`config.mk`:
```
export PLATFORM = sky130hd
export DESIGN_NAME = adc128s022_responder
export DESIGN_NICKNAME = d
export VERILOG_FILES = /design/src/rtl/adc128s022_responder.sv
export SDC_FILE = /design/constraint.sdc
export NUM_CORES = 1
export LEC_CHECK = 0
export ABC_CLOCK_PERIOD_IN_PS = 4300
export CAP_MARGIN = 20
export CORE_MARGIN = 3
export CORE_UTILIZATION = 40
export DETAILED_ROUTE_END_ITERATION = 10
export GPL_TIMING_DRIVEN = 1
export PLACE_DENSITY = 0.76
export SLEW_MARGIN = 5
export SYNTH_ARGS = -nofsm -noshare
export SYNTH_HDL_FRONTEND = slang
export SYNTH_SLANG_ARGS = --single-unit
export TNS_END_PERCENT = 100
```
`constraint.sdc`:
```
create_clock -name clk_50M -period 4.3 [get_ports clk_50M]
set_input_delay 0.86 -clock clk_50M [delete_from_list [all_inputs] [get_ports clk_50M]]
set_output_delay 0.86 -clock clk_50M [all_outputs]
set_load 0.01 [all_outputs]
```
`src/rtl/adc128s022_responder.sv`:
```
// adc128s022_responder: device-side SPI model of an 8-channel serial ADC.
// Define ADC_RESP_ERRCHK_EN to add the err_short / err_cnt abort diagnostics.
`timescale 1ns/1ps
module adc128s022_responder #(
    parameter int         DATA_W      = 12,
    parameter int         SYNC_STAGES = 2,
    parameter logic [2:0] RESET_ADDR  = 3'd0
) (
    input  logic                  clk_50M,
    input  logic                  rst,
    input  logic                  adc_sck,
    input  logic                  adc_cs_n,
    input  logic                  din,
    input  logic [8*DATA_W-1:0]   ch_data,
    output logic                  dout,
    output logic                  dout_oe,
    output logic [2:0]            cur_addr,
`ifdef ADC_RESP_ERRCHK_EN
    output logic                  err_short,
    output logic [7:0]            err_cnt,
`endif
    output logic                  frame_done
);
    localparam int FRAME_W = DATA_W + 4;
    localparam int CNT_W   = $clog2(FRAME_W + 1);
    localparam logic [CNT_W-1:0] CNT_LAST = CNT_W'(FRAME_W);
    localparam logic [CNT_W-1:0] CNT_PEN  = CNT_W'(FRAME_W - 1);
    localparam logic [CNT_W-1:0] CNT_A2   = CNT_W'(2);
    localparam logic [CNT_W-1:0] CNT_A1   = CNT_W'(3);
    localparam logic [CNT_W-1:0] CNT_A0   = CNT_W'(4);

    typedef enum logic {IDLE, ACTIVE} state_t;

    state_t                 state;
    logic [SYNC_STAGES-1:0] sck_sync;
    logic [SYNC_STAGES-1:0] cs_sync;
    logic [SYNC_STAGES-1:0] din_sync;
    logic                   sck_q;
    logic                   cs_q;
    logic                   sck_s;
    logic                   cs_s;
    logic                   din_s;
    logic                   sck_rise;
    logic                   sck_fall;
    logic                   cs_rise;
    logic                   cs_fall;
    logic [FRAME_W-1:0]     shreg;
    logic [CNT_W-1:0]       bit_cnt;
    logic [2:0]             next_addr;
    logic [DATA_W-1:0]      sample;

    assign sck_s    = sck_sync[SYNC_STAGES-1];
    assign cs_s     = cs_sync[SYNC_STAGES-1];
    assign din_s    = din_sync[SYNC_STAGES-1];
    assign sck_rise = sck_s & ~sck_q;
    assign sck_fall = ~sck_s & sck_q;
    assign cs_rise  = cs_s & ~cs_q;
    assign cs_fall  = ~cs_s & cs_q;
    // the new frame's channel is next_addr, so that is what gets snapshotted
    assign sample   = ch_data[next_addr*DATA_W +: DATA_W];

    // Bring the SPI pins into clk_50M and keep one delayed copy for edges.
    always_ff @(posedge clk_50M or posedge rst) begin
        if (rst) begin
            sck_sync <= '0;
            cs_sync  <= '1;
            din_sync <= '0;
            sck_q    <= 1'b0;
            cs_q     <= 1'b1;
        end else begin
            sck_sync <= {sck_sync[SYNC_STAGES-2:0], adc_sck};
            cs_sync  <= {cs_sync[SYNC_STAGES-2:0], adc_cs_n};
            din_sync <= {din_sync[SYNC_STAGES-2:0], din};
            sck_q    <= sck_s;
            cs_q     <= cs_s;
        end
    end

    // Frame FSM: address capture on rises, data shift on falls.
    always_ff @(posedge clk_50M or posedge rst) begin
        if (rst) begin
            state      <= IDLE;
            dout       <= 1'b0;
            dout_oe    <= 1'b0;
            cur_addr   <= RESET_ADDR;
            next_addr  <= RESET_ADDR;
            frame_done <= 1'b0;
            bit_cnt    <= '0;
            shreg      <= '0;
        end else begin
            frame_done <= 1'b0;
            unique case (state)
                IDLE: begin
                    dout_oe <= 1'b0;
                    dout    <= 1'b0;
                    if (cs_fall) begin
                        state    <= ACTIVE;
                        cur_addr <= next_addr;
                        shreg    <= {4'b0, sample};
                        bit_cnt  <= '0;
                        dout_oe  <= 1'b1;
                        dout     <= 1'b0;
                    end
                end
                ACTIVE: begin
                    if (cs_rise) begin
                        state   <= IDLE;
                        dout_oe <= 1'b0;
                        dout    <= 1'b0;
                    end else if (sck_rise) begin
                        if (bit_cnt != CNT_LAST) begin
                            bit_cnt <= bit_cnt + 1'b1;
                            if (bit_cnt == CNT_A2) next_addr[2] <= din_s;
                            if (bit_cnt == CNT_A1) next_addr[1] <= din_s;
                            if (bit_cnt == CNT_A0) next_addr[0] <= din_s;
                            if (bit_cnt == CNT_PEN) frame_done <= 1'b1;
                        end
                    end else if (sck_fall) begin
                        if (bit_cnt == CNT_LAST) begin
                            // continuous mode: this fall opens the next frame
                            cur_addr <= next_addr;
                            shreg    <= {4'b0, sample};
                            bit_cnt  <= '0;
                            dout     <= 1'b0;
                        end else begin
                            shreg <= shreg << 1;
                            dout  <= shreg[FRAME_W-2];
                        end
                    end
                end
                default: state <= IDLE;
            endcase
        end
    end

`ifdef ADC_RESP_ERRCHK_EN
    logic short_abort;

    assign short_abort = (state == ACTIVE) && cs_rise &&
                         (bit_cnt != '0) && (bit_cnt != CNT_LAST);

    // Sticky flag and saturating counter of frames cut short by cs_n.
    always_ff @(posedge clk_50M or posedge rst) begin
        if (rst) begin
            err_short <= 1'b0;
            err_cnt   <= 8'd0;
        end else if (short_abort) begin
            err_short <= 1'b1;
            if (err_cnt != 8'hFF) err_cnt <= err_cnt + 8'd1;
        end
    end
`endif

endmodule
```
---- Yosys cells after proc, flatten, opt, wreduce, memory -nomap -nowiden ----
Cells that the tools add are included.
word-level totals
  flip-flop bits (word level) ............. 38
  input bits .............................. 101
  logic and storage cells ................. 86
cells by class
  add/subtract/negate cells ............... 1
  multipliers ............................. 1
  eq/ne operators ......................... 17
  shift-type cells ........................ 1
  multiplexer cells ....................... 34
  bitwise operators ....................... 10
  reduce and logical (&&, ||, !) cells .... 7
operators by type and width
  kind                                                                     number
  96-bit by 8-bit variable part select with 12-bit output                  1
  15-bit two-way mux                                                       5
  5-bit two-way mux                                                        6
  15-bit one-hot mux with 2 select lines                                   1
  5-bit AND reduction                                                      5
  3-bit two-way mux                                                        5
  1-bit two-way mux                                                        12
  5-bit by 2-bit equality test with 1-bit output, second input constant    2
  5-bit one-hot mux with 2 select lines                                    1
  3-bit by 1-bit inequality test with 1-bit output, second input constant  3
  2-bit by 1-bit inequality test with 1-bit output, second input constant  3
  2-bit inequality test, second input constant                             3
  3-bit by 2-bit inequality test with 1-bit output, second input constant  2
  1-bit NOT                                                                6
  1-bit one-hot mux with 2 select lines                                    3
  3-bit one-hot mux with 2 select lines                                    1
  5-bit by 1-bit adder with 5-bit output, second input constant            1
  5-bit by 3-bit equality test with 1-bit output, second input constant    1
  5-bit by 4-bit equality test with 1-bit output, second input constant    1
  5-bit equality test, second input constant                               1
  3-bit by 2-bit multiplier with 5-bit output, second input constant       1
  5-bit inequality test, second input constant                             1
  1-bit AND                                                                4
  4-bit AND reduction                                                      1
  2-bit AND reduction                                                      1

---- Depth between registers and ports, before layout ----
Gate-level depths: netlist of run 1.
  depth after elaboration ................. 7
  mapped depth ............................ 7

---- Least setup slack after synthesis of run 1 ----
Ideal clock, no wire load.
  kind .................................... input to register
  start ................................... in ch_data[22]
  end ..................................... reg shreg[10]
  library setup time ...................... 0.127 ns
  data arrival time ....................... 1.744 ns
  required time ........................... 4.173 ns
  setup slack ............................. 2.429 ns
  stages on the path ...................... 4
  path buffers ............................ 0
  cells stage by stage .................... mux4_1 nor2b_1 a211oi_1 o31ai_1
between the ends
  word-level cells in the longest chain between the ends .. 6
  elaborated cells on any way between the ends .. 7
RTL lines
  item                                                       RTL line  RTL
  start, declared                                            14        input logic [8*DATA_W-1:0] ch_data,
  96-bit by 8-bit variable part select with 12-bit output *  60        assign sample = ch_data[next_addr*DATA_W +: DATA_W];
  15-bit two-way mux                                         119       if (bit_cnt == CNT_LAST) begin
  15-bit two-way mux                                         118       end else if (sck_fall) begin
  15-bit two-way mux                                         110       end else if (sck_rise) begin
  15-bit two-way mux                                         106       if (cs_rise) begin
  15-bit one-hot mux with 2 select lines *                   92        unique case (state)
  end signal, assigned                                       99        shreg <= {4'b0, sample};
  end signal, assigned                                       122       shreg <= {4'b0, sample};
  end signal, assigned                                       126       shreg <= shreg << 1;
  end, declared                                              47        logic [FRAME_W-1:0] shreg;
Mark *: on every way between the ends. The rest lies on a longest branch, timed or not. The select of a mux whose other input is x is not followed.
A chain may end at the register's enable or synchronous reset.

---- Worst setup path in the final report of run 1 ----
  start ................................... reg bit_cnt[0]
  end ..................................... reg cur_addr[2]
between the ends
  word-level cells in the longest chain between the ends .. 3
RTL lines
  item                                                               RTL line  RTL
  start, declared                                                    48        logic [CNT_W-1:0] bit_cnt;
  start signal, assigned                                             112       bit_cnt <= bit_cnt + 1'b1;
  5-bit equality test                                                119
  2-bit by 1-bit inequality test with 1-bit output (no source line)  n/a
  5-bit AND reduction (no source line)                               n/a
  end signal, assigned                                               98        cur_addr <= next_addr;
  end signal, assigned                                               121       cur_addr <= next_addr;
  end, declared                                                      17        output logic [2:0] cur_addr,
No other way between the ends.

==> metrics.md, run 1 <==
| Metric | Value |
|---|---|
| Status | `complete, no violations` |
| Maximum VDD drop | `0.000166 V` |
| Initial drt markers | `115` |
| Core ar. | `about 0.0060 mm^2` |
| CP Max Fanout | `15` |
| Asr flop ratio synth | `1.00` |
| WL per Instance | `16.5 um` |
| Pwr/cell area | `between 300 and 400 mW/mm^2` |
| CP Data Arrival Time | `2.49 ns` |
| Mean Syn Cell Area | `12.2 um^2` |
| Clock Skew | `0.00370 ns` |
| Max cap viols | `0` |
| Register-to-Register Path Depth | `6` |
| DIE HEIGHT | `84.7 um` |
| Final worst path period share | `0.539` |
| Synthesis Warnings | `0` |
| CTS tree | `yes` |
| Mapped Cells | `~200` |
| Final WL | `6.27 mm` |
| Grt ovf | `0` |
| Number of synthesized register bits | `38` |
| Antenna-violating nets left | `0` |
| Worst stage delay on the critical path | `around 0.60 ns` |
| Final net count | `409` |
| CTS sink cnt | `38` |
| Worst Tran Pin Value | `1.04 ns` |
| Critical path startpoint category | `flop` |
| Post-route DRC violation count | `0` |
| Post-CTS Repair Setup Buffers | `0` |
| Worst-path clk slew | `0.07 ns` |
| Worst-Skew Late Latency | `0.29 ns` |
| Max-slew headroom | `0.304` |
| Met1 Use GR | `0.236` |
| Drt first pass iters | `4` |
| First-pass GRT wire length | `10.3 mm` |
| Hold Path Depth | `0` |
| Maximum clock path buffer count | `2` |
| Antenna cells | `0` |
| GPL Wtd Cong | `0.789` |
| Routed via count | `between 2,000 and 2,500` |
| Vias in the first global route | `2,080` |
| Pin count of the biggest net entering global routing | `39` |
| Post_cts resized | `0` |
| Hold buffers post-CTS | `0` |
| Num rows | `28` |
| Synthesized Nets | `308` |
| Pre-CTS WS | `1.84 ns` |
| Min-Delay Path Class | `reg2reg` |
| Clk root buf | `clkbuf_8` |
| F_max | `432 MHz` |
| All-Layer GR Usage | `0.182` |
| Most common cell in the netlist | `dfrtp_1` |
| Fill count | `513` |
| CP Launch Point | `bit_cnt[0]` |
| Via/cell ratio | `5.34` |
| Final Worst Setup Slack | `1.98 ns` |
| I/O pin count | `107` |
| Synth Flop Type | `dfrtp_1` |
| Hold path startpoint | `sck_sync[0]` |
| Final Total Pwr | `1.10 mW` |
| Setup TNS | `0 ns` |
| Area Overhead vs Synth | `47.2%` |
| CP max-delay cell | `nor2b_2` |
| Top cells by count, synth | `dfrtp_1, nand2_1, nor2_1, nor2b_1, mux4_1` |
| Die Wd | `84.7 um` |
| Synth top area cells | `dfrtp_1, mux4_1, mux4_2` |
| Final setup fails | `0` |
| Critical R2R Launch | `bit_cnt[0]` |
| Tmin final | `2.32 ns` |
| Htree depth | `2` |
| Crit. End Element | `flop` |
| IO buf count | `106` |
| Share of the synthesized area in the top cell type | `0.354` |
| GR peak layer | `met2` |
| Post-Syn Area | `0.00248 mm^2` |
| Initial Util | `0.416` |
| Hold Vio Cnt, Final | `0` |
| Unique cell type count in the Yosys netlist | `between 40 and 50` |
| Initial antenna violation count | `0` |
| Sequential area share after synthesis | `0.385` |
| CP Cell Sequence | `inv_1, ha_1, and4bb_4, nor2b_2, nor2_1, mux2_2` |
| TritonCTS Buffers | `5` |
| Final Max Slew Viols | `0` |
| Setup CP Type | `reg2reg` |
| Req. time, crit path | `about 4.5 ns` |
| Die area | `just over 0.007 mm^2` |
| Static Leak | `1.44 nW` |
| RSZ-0062 raised after global routing | `no` |
| M3 GR Usage | `0.0363` |
| EDFF count, synth | `0` |
| Met2 GRT Util | `0.316` |
| HPWL after DPL | `4.94 mm` |
| Synth area leader | `dfrtp_1` |
| Layout cell share with drive strength beyond 1 | `0.141` |
[per-layer routing]
metal / wire [um] / vias up
li1: - / 976
met1: 2560 / 998
met2: 3410 / 49
met3: 241 / 5
met4: 59 / 0
met5: 0 / -
[power by group]
group	switching [mW]	internal (mW)
clock	0.124	0.129
sequential	0.0832	0.421
combinational	0.122	0.224
total	0.329	0.774
[placed cells by master, fill, tap and decap left out, drive strengths merged, types with 2 or more instances in the layout]
| cell type | count |
|---|---|
| a211oi | 11 |
| a21oi | 3 |
| a22o | 2 |
| and3 | 3 |
| buf | 3 |
| clkbuf | 6 |
| clkdlybuf4s50 | 106 |
| dfrtp | 35 |
| dfstp | 3 |
| ha | 4 |
| inv | 8 |
| mux2 | 8 |
| mux4 | 24 |
| nand2 | 20 |
| nand2b | 2 |
| nand3 | 2 |
| nor2 | 15 |
| nor2b | 16 |
| nor3 | 2 |
| nor3b | 2 |
| o21ai | 4 |
| o22ai | 2 |
| o31ai | 11 |
[per-stage QoR]
step            util  hold WS [ns]  area, um^2  std cells
3_5_place_dp   0.596         0.338        3550        372
6_report       0.612         0.352        3650        380
3_3_place_gp   0.596         0.337        3550        372
5_1_grt        0.612         0.357        3650        380
4_1_cts        0.612         0.355        3650        380
2_1_floorplan      -         0.331        2480        203
[layout make-up]
cell class / instances / area [um^2] / area share
clock inverters: 2 / 12.5 / 0.00343
well taps: 75 / 93.8 / 0.0257
inverters: 8 / 30.0 / 0.00823
multi-input cells: 142 / 1390 / 0.381
flip-flops and latches: 38 / 955 / 0.262
repair buffers: 109 / 1080 / 0.297
clock buffers: 6 / 82.6 / 0.0226
[worst paths after layout]
check / end / slack (ns)
max: cur_addr[2] / 1.98
min: sck_sync[1] / 0.35
max reg2reg: cur_addr[2] / 1.98
min reg2reg: sck_sync[1] / 0.35
max in group asynchronous: cs_sync[0] / 2.96
min in group asynchronous: cur_addr[1] / 0.99
[worst max-delay path, delay by kind of cell (launching register included)]
kind,cells,cell delay [ns]
fa+ha+maj,1,0.21
flops,1,0.42
mux,1,0.35
simple gates,3,1.14
buf+inv,1,0.08
[state kept, by name, indices dropped and copies added, names as in the netlist]
register    flops
cs_sync         2
cs_q            1
shreg          15
cur_addr        3
dout            1
sck_q           1
frame_done      1
sck_sync        2
next_addr       3
state           1
din_sync        2
dout_oe         1
bit_cnt         5
[cell families after synthesis]
family	share of synthesized area
buf+inv	0.0561
fa+ha+maj	0.0202
compound gates	0.118
mux	0.278
flops	0.385
simple gates	0.142
Note: power is estimated with default switching activity, not from simulation.
==> run 2, diff against run 1 <==
--- a/config.mk
+++ b/config.mk
@@ -5,13 +5,13 @@
 export SDC_FILE = /design/constraint.sdc
 export NUM_CORES = 1
 export LEC_CHECK = 0
-export ABC_CLOCK_PERIOD_IN_PS = 4300
+export ABC_CLOCK_PERIOD_IN_PS = 2100
 export CAP_MARGIN = 20
 export CORE_MARGIN = 3
-export CORE_UTILIZATION = 40
+export CORE_UTILIZATION = 39
 export DETAILED_ROUTE_END_ITERATION = 10
 export GPL_TIMING_DRIVEN = 1
-export PLACE_DENSITY = 0.76
+export PLACE_DENSITY = 0.78
 export SLEW_MARGIN = 5
 export SYNTH_ARGS = -nofsm -noshare
 export SYNTH_HDL_FRONTEND = slang
==> constraint.sdc (replaced) <==
create_clock -name clk_50M -period 2.1 [get_ports clk_50M]
set_input_delay 0.42 -clock clk_50M [delete_from_list [all_inputs] [get_ports clk_50M]]
set_output_delay 0.42 -clock clk_50M [all_outputs]
set_load 0.01 [all_outputs]
==> metrics.md, run 2 (synthesized netlist as in run 1, its figures left out) <==
| Metric | Value |
|---|---|
| Status | `complete, no violations` |
| Final Worst Setup Slack | `0.135 ns` |
| Critical path startpoint category | `flop` |
| Crit. End Element | `flop` |
| Non-Filler Instances | `386` |
| Clk root buf | `clkbuf_8` |
| Most frequent cells in the layout | `clkdlybuf4s50_1, dfrtp_1, nand2_1, nor2b_1, nor2_1` |
| All-Layer GR Usage | `0.174` |
| GPL Wtd Cong | `about 0.9` |
| CP Max Fanout | `5` |
| Final core utilization | `0.614` |
| Final net count | `415` |
| Area Overhead vs Synth | `49.4%` |
| Pin count of the biggest net entering global routing | `39` |
| Commonest non-fill, non-tap cell in the layout | `clkdlybuf4s50_1` |
| Maximum VDD drop | `0.000541 V` |
| Initial antenna violation count | `0` |
| Vias in the first global route | `about 2,100` |
| Final Max Slew Viols | `0` |
| F_max | `509 MHz` |
| I/O pin count | `107` |
| Pwr/cell area | `615 mW/mm^2` |
| Initial drt markers | `93` |
| CTS tree | `yes` |
| Worst Tran Pin Value | `0.473 ns` |
| Hold Vio Cnt, Final | `0` |
| Clock Skew | `0.00524 ns` |
| Grt ovf | `0` |
| Antenna cells | `0` |
| Num rows | `28` |
| Initial Util | `0.411` |
| DIE HEIGHT | `approximately 86 um` |
| IO buf count | `roughly 110` |
| Final setup fails | `0` |
| Die Wd | `85.7 um` |
| Final Total Pwr | `2.28 mW` |
| Layout cell share with drive strength beyond 1 | `0.154` |
| Hold buffers post-CTS | `0` |
| Setup CP Type | `reg2reg` |
| Via/cell ratio | `between 5 and 6` |
| Setup TNS | `0 ns` |
| Die area | `0.00734 mm^2` |
| Max-slew headroom | `0.685` |
| Post-route DRC violation count | `0` |
| TritonCTS Buffers | `5` |
| WL per Instance | `~16 um` |
| Max cap viols | `0` |
| Final worst path period share | `0.936` |
| CP Data Arrival Time | `about 2.1 ns` |
| HPWL after DPL | `4.94 mm` |
| Antenna-violating nets left | `0` |
| Worst-Skew Late Latency | `0.29 ns` |
| Worst-path clk slew | `around 0.07 ns` |
| Pre-CTS WS | `0.0859 ns` |
| Drt first pass iters | `4` |
| Static Leak | `1.47 nW` |
| Final WL | `6.29 mm` |
| Req. time, crit path | `2.27 ns` |
| RSZ-0062 raised after global routing | `no` |
| Dpl cells | `378` |
| Max reg flops | `15` |
| Routed via count | `2,018` |
| Min-Delay Path Class | `reg2reg` |
| Reg with most FFs | `shreg` |
| Tmin final | `1.97 ns` |
| First-pass GRT wire length | `10.0 mm` |
| Core ar. | `0.00603 mm^2` |
| Maximum clock path buffer count | `2` |
| CTS sink cnt | `38` |
| Htree depth | `2` |
| Largest registers | `shreg x15, bit_cnt x5` |
run 2: cell count changes in the layout (fill, tap and decap cells not counted):
cell        delta
a2111oi_0      -1
a2111oi_1      +1
buf_12         +1
buf_4          +5
clkbuf_1       +1
clkinvlp_4     -1
run 2: final timing paths:
check / slack, ns / startpoint / cells after the start / to
max: 0.13 / bit_cnt[0] / 6 / bit_cnt[1]
min: 0.35 / sck_sync[0] / 0 / sck_sync[1]
max reg2reg: 0.13 / bit_cnt[0] / 6 / bit_cnt[1]
min reg2reg: 0.35 / sck_sync[0] / 0 / sck_sync[1]
max in group asynchronous: 1.19 / rst / 3 / cs_sync[0]
min in group asynchronous: 0.54 / rst / 3 / cur_addr[1]
run 2: layout make-up:
class                           count  area, um^2
Fill cell                         505        2320
Multi-Input combinational cell    142        1390
Timing Repair Buffer              115        1140
Sequential cell                    38         955
Tap cell                           75        93.8
Clock buffer                        7        86.3
Inverter                            8        30.0
Clock inverter                      1        5.00
run 2: power breakdown:
part	switching (mW)	total (mW)	internal [mW]	leakage, nW
logic	0.319	0.798	0.479	0.943
clock network	0.246	0.511	0.265	0.0482
registers	0.105	0.969	0.864	0.483
total	0.670	2.28	1.61	1.47
run 2: timing repair:
item                       in CTS  in global routing
hold endpoints to repair        0                  0
setup endpoints to repair       0                  1
buffers inserted                0                  0
gates resized for setup         0                  1
run 2: worst max-delay path, cell delays in order, from the launching register on:
cell      delay [ns]
dfrtp_1         0.42
inv_1           0.11
ha_1            0.17
and4bb_4        0.30
mux2i_1         0.41
a21oi_2         0.16
mux2_2          0.29
run 2: stage by stage:
step / instance area, um^2 / hold WS [ns]
floorplan: 2480 / 0.331
global placement: 3610 / 0.336
detailed placement: 3610 / 0.338
CTS: 3700 / 0.354
global route: 3700 / 0.363
finish: 3700 / 0.352
run 2: layer usage:
metal | track usage | wire length [um]
met5 | 0 | 0
met4 | 0.0388 | 53
met3 | 0.0336 | 303
met2 | 0.321 | 3440
met1 | 0.210 | 2490
